$ cat config.mk
export PLATFORM = sky130hd
export DESIGN_NAME = a2_lane_gearbox_4to8
export DESIGN_NICKNAME = d
export VERILOG_FILES = /design/src/rtl/a2_lane_gearbox_4to8.sv
export SDC_FILE = /design/constraint.sdc
export NUM_CORES = 1
export LEC_CHECK = 0
export CAP_MARGIN = 20
export CORE_ASPECT_RATIO = 1.25
export CORE_MARGIN = 2
export CORE_UTILIZATION = 25
export CTS_CLUSTER_SIZE = 10
export DETAILED_ROUTE_END_ITERATION = 10
export HOLD_SLACK_MARGIN = 0.15
export PLACE_DENSITY = 0.46
export SETUP_SLACK_MARGIN = 0.1
export SLEW_MARGIN = 20
export SYNTH_ARGS = -nofsm -noshare
export SYNTH_HDL_FRONTEND = slang
export SYNTH_SLANG_ARGS = --single-unit
$ cat constraint.sdc
create_clock -name clk_78_125 -period 2.4 [get_ports clk_78_125]
set_input_delay 0.48 -clock clk_78_125 [delete_from_list [all_inputs] [get_ports clk_78_125]]
set_output_delay 0.48 -clock clk_78_125 [all_outputs]
set_load 0.005 [all_outputs]
$ cat src/rtl/a2_lane_gearbox_4to8.sv
// a2_lane_gearbox_4to8: packs pairs of 4-lane fp32 words into 8-lane words
// behind a 2-entry ready/valid FIFO, with sticky overflow and pop counter.
//
// Ports:
//   clk_78_125           sole clock, rising edge
//   rstn                 asynchronous active-low reset
//   din_valid, a2_0..3   4-lane input word (a2_0 oldest)
//   din_ready            input accepted this cycle when din_valid=1
//   clear                synchronous flush of partial half and FIFO
//   dout_valid, d_0..7   FIFO head (d_0 oldest lane)
//   dout_ready           downstream pops the head
//   overflow             sticky: word dropped while din_ready=0
//   word_cnt             wrapping count of popped 8-lane words
module a2_lane_gearbox_4to8 #(
   parameter int LANE_W = 32,
   parameter int CNT_W  = 16
) (
   input  logic              clk_78_125,
   input  logic              rstn,
   input  logic              din_valid,
   input  logic [LANE_W-1:0] a2_0,
   input  logic [LANE_W-1:0] a2_1,
   input  logic [LANE_W-1:0] a2_2,
   input  logic [LANE_W-1:0] a2_3,
   input  logic              clear,
   output logic              din_ready,
   output logic              dout_valid,
   input  logic              dout_ready,
   output logic [LANE_W-1:0] d_0,
   output logic [LANE_W-1:0] d_1,
   output logic [LANE_W-1:0] d_2,
   output logic [LANE_W-1:0] d_3,
   output logic [LANE_W-1:0] d_4,
   output logic [LANE_W-1:0] d_5,
   output logic [LANE_W-1:0] d_6,
   output logic [LANE_W-1:0] d_7,
   output logic              overflow,
   output logic [CNT_W-1:0]  word_cnt
);

   localparam int HW = 4 * LANE_W;
   localparam int FW = 8 * LANE_W;

   logic          r_ph;
   logic [HW-1:0] r_lo;
   logic [1:0]    r_cnt;
   logic [FW-1:0] r_head;
   logic [FW-1:0] r_tail;
   logic          r_ovf;
   logic [CNT_W-1:0] r_wcnt;

   logic          w_pop;
   logic          w_rdy;
   logic          w_acc;
   logic          w_push;
   logic [HW-1:0] w_in;
   logic [FW-1:0] w_pack;

   assign w_in   = {a2_3, a2_2, a2_1, a2_0};
   assign w_pack = {w_in, r_lo};

   // dout_valid comes only from the count register, never from dout_ready
   assign dout_valid = (r_cnt != 2'd0);
   assign w_pop      = dout_valid & dout_ready;
   // Low half never needs FIFO space; high half needs a slot or a pop
   assign w_rdy      = ~r_ph | (r_cnt < 2'd2) | w_pop;
   assign w_acc      = din_valid & w_rdy;
   assign w_push     = w_acc & r_ph;

   always_ff @(posedge clk_78_125 or negedge rstn) begin
      if (!rstn) begin
         r_ph   <= 1'b0;
         r_lo   <= '0;
         r_cnt  <= 2'd0;
         r_head <= '0;
         r_tail <= '0;
         r_ovf  <= 1'b0;
         r_wcnt <= '0;
      end else if (clear) begin
         r_ph  <= 1'b0;
         r_cnt <= 2'd0;
         r_ovf <= 1'b0;
      end else begin
         if (din_valid && !w_rdy)
            r_ovf <= 1'b1;
         if (w_pop)
            r_wcnt <= r_wcnt + CNT_W'(1);
         if (w_acc && !r_ph) begin
            r_lo <= w_in;
            r_ph <= 1'b1;
         end
         if (w_push)
            r_ph <= 1'b0;
         case ({w_push, w_pop})
            2'b10:   r_cnt <= r_cnt + 2'd1;
            2'b01:   r_cnt <= r_cnt - 2'd1;
            default: r_cnt <= r_cnt;
         endcase
         // Head advances from tail on a pop at full; a push lands in
         // the head when the FIFO is (or is becoming) a single entry
         if (w_pop && r_cnt == 2'd2)
            r_head <= r_tail;
         else if (w_push && (r_cnt == 2'd0 || w_pop))
            r_head <= w_pack;
         if (w_push && (r_cnt == 2'd2 || (r_cnt == 2'd1 && !w_pop)))
            r_tail <= w_pack;
      end
   end

   assign din_ready = w_rdy;
   assign overflow  = r_ovf;
   assign word_cnt  = r_wcnt;

   assign d_0 = r_head[0*LANE_W +: LANE_W];
   assign d_1 = r_head[1*LANE_W +: LANE_W];
   assign d_2 = r_head[2*LANE_W +: LANE_W];
   assign d_3 = r_head[3*LANE_W +: LANE_W];
   assign d_4 = r_head[4*LANE_W +: LANE_W];
   assign d_5 = r_head[5*LANE_W +: LANE_W];
   assign d_6 = r_head[6*LANE_W +: LANE_W];
   assign d_7 = r_head[7*LANE_W +: LANE_W];

endmodule

# Yosys cells after proc, flatten, opt, wreduce, memory -nomap -nowiden

Index checks and enable logic that the tools add are counted.
Widths: inputs -> output; s select.

Bits in registers: 660
Bits in latches: 0
Memory bits (writable): 0
Bits in read-only memories: 0
Input bits: 133
Word-level logic and storage cells: 52
Memories: 0

$add $sub $neg: 3
$mul: 0
Divide/modulo/power cells: 0
Order comparisons: 1
Eq/ne operators: 4
Shift operators: 0
Mux-type cells: 9
Bitwise logic cells: 7
Reductions and logical operators: 21

Operator list:

| operator              | count |
|---|---|
| $mux 256              | 2 |
| $add 16x1->16 const B | 1 |
| $reduce_and 2->1      | 4 |
| $logic_and 1x1->1     | 6 |
| $reduce_bool 2->1     | 3 |
| $reduce_bool 3->1     | 2 |
| $mux 1                | 5 |
| $eq 2x1->1 const B    | 2 |
| $eq 2x2->1 const B    | 2 |
| $pmux 2 s2            | 1 |
| $and 1x1->1           | 3 |
| $logic_not 1->1       | 3 |
| $add 2x1->2 const B   | 1 |
| $logic_not 2->1       | 1 |
| $logic_or 1x1->1      | 2 |
| $lt 2x2->1 const B    | 1 |
| $mux 2                | 1 |
| $not 1->1             | 2 |
| $or 1x1->1            | 2 |
| $sub 2x1->2 const B   | 1 |

# Depth between registers and ports, before layout

Word-level depth: 8
Depth in mapped cells: 9
Mapped depth without buffers: 6

# Worst setup path after synthesis

OpenSTA, ideal clock, no wires.

Path kind: flip-flop to flip-flop
Start point: reg r_cnt[1]
End point: reg r_tail[115]
Library setup time: 127 ps
Arrival: 2099 ps
Data required time: 2273 ps
Setup slack: 173 ps
Cell stages (with the launch flop): 9
Buffers on the path: 2
Clock period less this slack: 2227 ps
Cells stage by stage: dfrtp_1 -> inv_1 -> ha_1 -> nand2b_1 -> a21oi_1 -> a211oi_4 -> buf_4 -> buf_6 -> mux2_1

Longest elaborated chain between the ends: 7
Elaborated cells between the ends (all ways): 14

Ends and longest elaborated chain:

| item                                                    | RTL line | text |
|---|---|---|
| start: declaration                                      | 46       | `logic [1:0] r_cnt;` |
| start signal: assignment                                | 95       | `2'b10: r_cnt <= r_cnt + 2'd1;` |
| start signal: assignment                                | 96       | `2'b01: r_cnt <= r_cnt - 2'd1;` |
| start signal: assignment                                | 97       | `default: r_cnt <= r_cnt;` |
| $lt 2x2->1 / $reduce_bool 2->1 (equally long branches)  | 66, 63   |  |
| $or 1x1->1 / $and 1x1->1 (equally long branches)        | 66, 64   |  |
| $or 1x1->1 / $logic_not 1->1 (equally long branches)    | 66, 105  |  |
| $and 1x1->1 / $logic_and 1x1->1 (equally long branches) | 67, 105  |  |
| $and 1x1->1 / $logic_or 1x1->1 (equally long branches)  | 68, 105  |  |
| $logic_and 1x1->1 (*)                                   | 105      | `if (w_push && (r_cnt == 2'd2 \|\| (r_cnt == 2'd1 && !w_pop)))` |
| $reduce_and 2->1 (no line) (*)                          | --       |  |
| end signal: assignment                                  | 106      | `r_tail <= w_pack;` |
| end: declaration                                        | 48       | `logic [FW-1:0] r_tail;` |

Mark *: on every way between the ends. The rest lies on a longest branch, timed or not.
A chain may end at the register's enable or synchronous reset.

# Worst setup path in the final report

Start point: reg r_cnt[0]
End point: reg r_tail[99]

Same word-level chain as after synthesis.

==> out/results.ini <==
[status]
status = completed

[setup_path]
arrival_ns = 2.76
ff2ff_path_depth = 11
r2r_start = r_cnt[0]
worstPathMaxFanout = 8
critPathSlowestCell = dfrtp_1
critPathKind = reg2reg
critPathBufInv = 6
path_cells = inv_2 -> ha_4 -> nand2b_4 -> buf_12 -> a21oi_2 -> a211oi_4 -> buf_6 -> buf_16 -> buf_12 -> clkbuf_16 -> mux2_1
worstPathRequired_ns = 2.90
critPathMostFrequentCell = buf_12
path_delay_family = buffers and inverters
crit_path_end_kind = register
r2r_setup_slack_ns = 0.14
crit_path_max_incr_delay_ns = 0.39
start_kind = register
r2r_end = r_tail[99]

[logic_synthesis]
synth_cell_types = 39
synth_top_family_by_area = multiplexers
synth_top_area_cell = dfrtp_1
synth_ff_type = dfrtp_1
yosys_warnings = 0
syn_inst = 1764
synth-edff-count = 0
synthMuxAreaShare_pct = 16.28
postSynthAreaPerCell_um2 = 15.09
synth.yosys.seq_area_share_pct = 62.03
synthTopCellsByCount = 660 x dfrtp_1, 258 x nand2b_1, 252 x o221a_2
synth_compound_area_share_pct = 11.16
ys_top_cells_by_area = dfrtp_1 62%, o221a_2 11%, mux2_1 8.5%, mux2_2 7.8%, nand2b_1 6.1%
synth-seq-cells = 660
synth_top_area_share_pct = 62.03
syn_area_um2 = 26630
synthArstFlopShare_pct = 100.0
synth_xor_area_share_pct = 0.4934
synth_nets = 1901
synthAdderAreaFrac_pct = 0.1880
yosys.area_share.simple_pct = 6.917
synth.most_common_cell = dfrtp_1

[run]
max-cap-violations = 0

[floorplanning]
io-pin-count = 408
die_h_um = 368.9
core_um2 = 105300
die_area_um2 = 109200
row_count = 133
die_x_um = 295.9
start_util_pct = 25.28

[final_layout]
area_growth_pct = 35.31
final_util_pct = 34.20
final-seq-area_um2 = 16520
antenna_cells = 0
final_layout_size_suffix_gt1_share_pct = 30.18
final_cell_area_um2 = 36030
layout.nets = 2410
layout.cells.non_filler = 3720
fillers = 10240
multi_input_area_um2 = 9384

[clocking]
cts-root-buf = clkbuf_16
h-tree-depth = 3
clk_latency_ns = 0.62
cts_sinks = 660
clkSlewWorstSetupHoldPaths_ns = 0.05
cts_buffers = 79
clockBufferDepth = 3
cts_tree = yes

[timing]
holdWs_ns = 0.4118
finalSetupViolCount = 0
finalMaxSlewViolations = 0
rsz0062_at_grt = false
min_period_ns = 2.256
setup_tns_ns = 0
period_share_pct = 94.02
timing.fmax_mhz = 443.2
setup_slack_ns = 0.1436
relSlewSlack_pct = 70.70
tightest_slew_ns = 0.4395
skew_ns = 0.02647
hold_viol_final = 0

[global_routing]
grt_pass1_wl_mm = 115.9
first_global_vias = 18410
top_usage_layer = met2
antenna_found_initial = 7
gr-total-overflow = 0
gr-usage-all-layers_pct = 13.73
met1_usage_pct = 16.87
grt_use_met3_pct = 3.944
grt_max_degree = 79
use_met2_pct = 23.19

[placed_design]
hpwl_mm = 52.98
dpl.cell_count = 3585
gp_congestion = 0.7575
io_buffer_count = 407
dp_slack_ns = -0.4074
place_area_um2 = 33330

[drt]
drcViolationCount = 0
via_count = 16750
routed_wl_mm = 76.46
drtIter0Drc = 595
wl_per_cell_um = 20.55
drt-pass1-iter-count = 5
vias_per_cell = 4.502
drtAntennaViolNets = 0

[pwr]
powerDensity_nw_per_um2 = 1134
p_total_mw = 40.85
p_leak_nw = 14.80
ir_drop_uv = 547.9

[worst_hold_path]
hp-class = in2async

-- final cells by class --
type / instances / area share [%]
multi-input cells: 970 / 26.05
flip-flops and latches: 660 / 45.84
repair buffers: 556 / 16.88
clock inverters: 10 / 0.3924
well taps: 1417 / 4.921
clock buffers: 101 / 5.858
inverters: 6 / 0.06251
-- worst register-to-register path: cells and delay by family, from the launching register on --
kind,cells,cell delay [ns]
buffers and inverters,6,0.86
flip-flops,1,0.39
multiplexers,1,0.33
AO/OA/AOI/OAI,2,0.29
adder cells (fa/ha/maj),1,0.14
AND/OR/NAND/NOR,1,0.13
-- power by group --
part           switching (mW)  leakage [nW]  internal (mW)
clock network            4.58          1.10           6.24
registers                2.79          7.99           15.5
logic                    3.52          5.72           8.27
-- sequential cells by signal, summed over array words and instances (netlist names) --
name	flops
overflow	1
word_cnt	16
r_tail	256
r_cnt	2
r_ph	1
r_lo	128
r_head	256
-- worst max-delay path by stage --
stage / from / end / slack, ns / cells after the start
6_report: r_cnt[0] / r_tail[99] / 0.14 / 11
2_1_floorplan: r_cnt[1] / r_tail[115] / 0.17 / 8
3_3_place_gp: din_valid / r_tail[76] / -0.41 / 7
4_1_cts: r_cnt[0] / din_ready / 0.06 / 6
3_5_place_dp: din_valid / r_tail[155] / -0.41 / 7
5_1_grt: r_cnt[0] / r_tail[252] / 0.07 / 11
-- what timing repair did --
action                                  4_1_cts  5_1_grt
endpoints found under the hold margin       178        0
pin swaps                                     0        1
cloned                                        0        7
setup buffers                                 1       15
endpoints found under the setup margin       94      107
gates resized for setup                      12       22
hold buffers                                  1        0
-- logic make-up after synthesis --
group,after synthesis
multiplexers,385
flip-flops,660
adder cells (fa/ha/maj),4
AO/OA/AOI/OAI,267
XOR/XNOR,15
buffers and inverters,134
AND/OR/NAND/NOR,299
-- placed cells by master (no fill, tap or decap), drive strengths merged, types with 3 or more instances in the layout --
master,instances
xor2,8
and2,3
mux2,385
xnor2,7
nor3,5
a21oi,4
ha,4
nand3,5
clkdlybuf4s50,404
clkbuf,108
clkinv,7
nor4,3
o221a,256
nand2,9
dfrtp,660
nand2b,258
nor2,4
buf,143
inv,8
-- layer usage --
layer	routed length (um)	share of wire (%)
met3	4937	6.5
met5	96	0.13
met1	32300	42
met2	37420	49
met4	1700	2.2
Note: power is estimated with default switching activity, not from simulation.
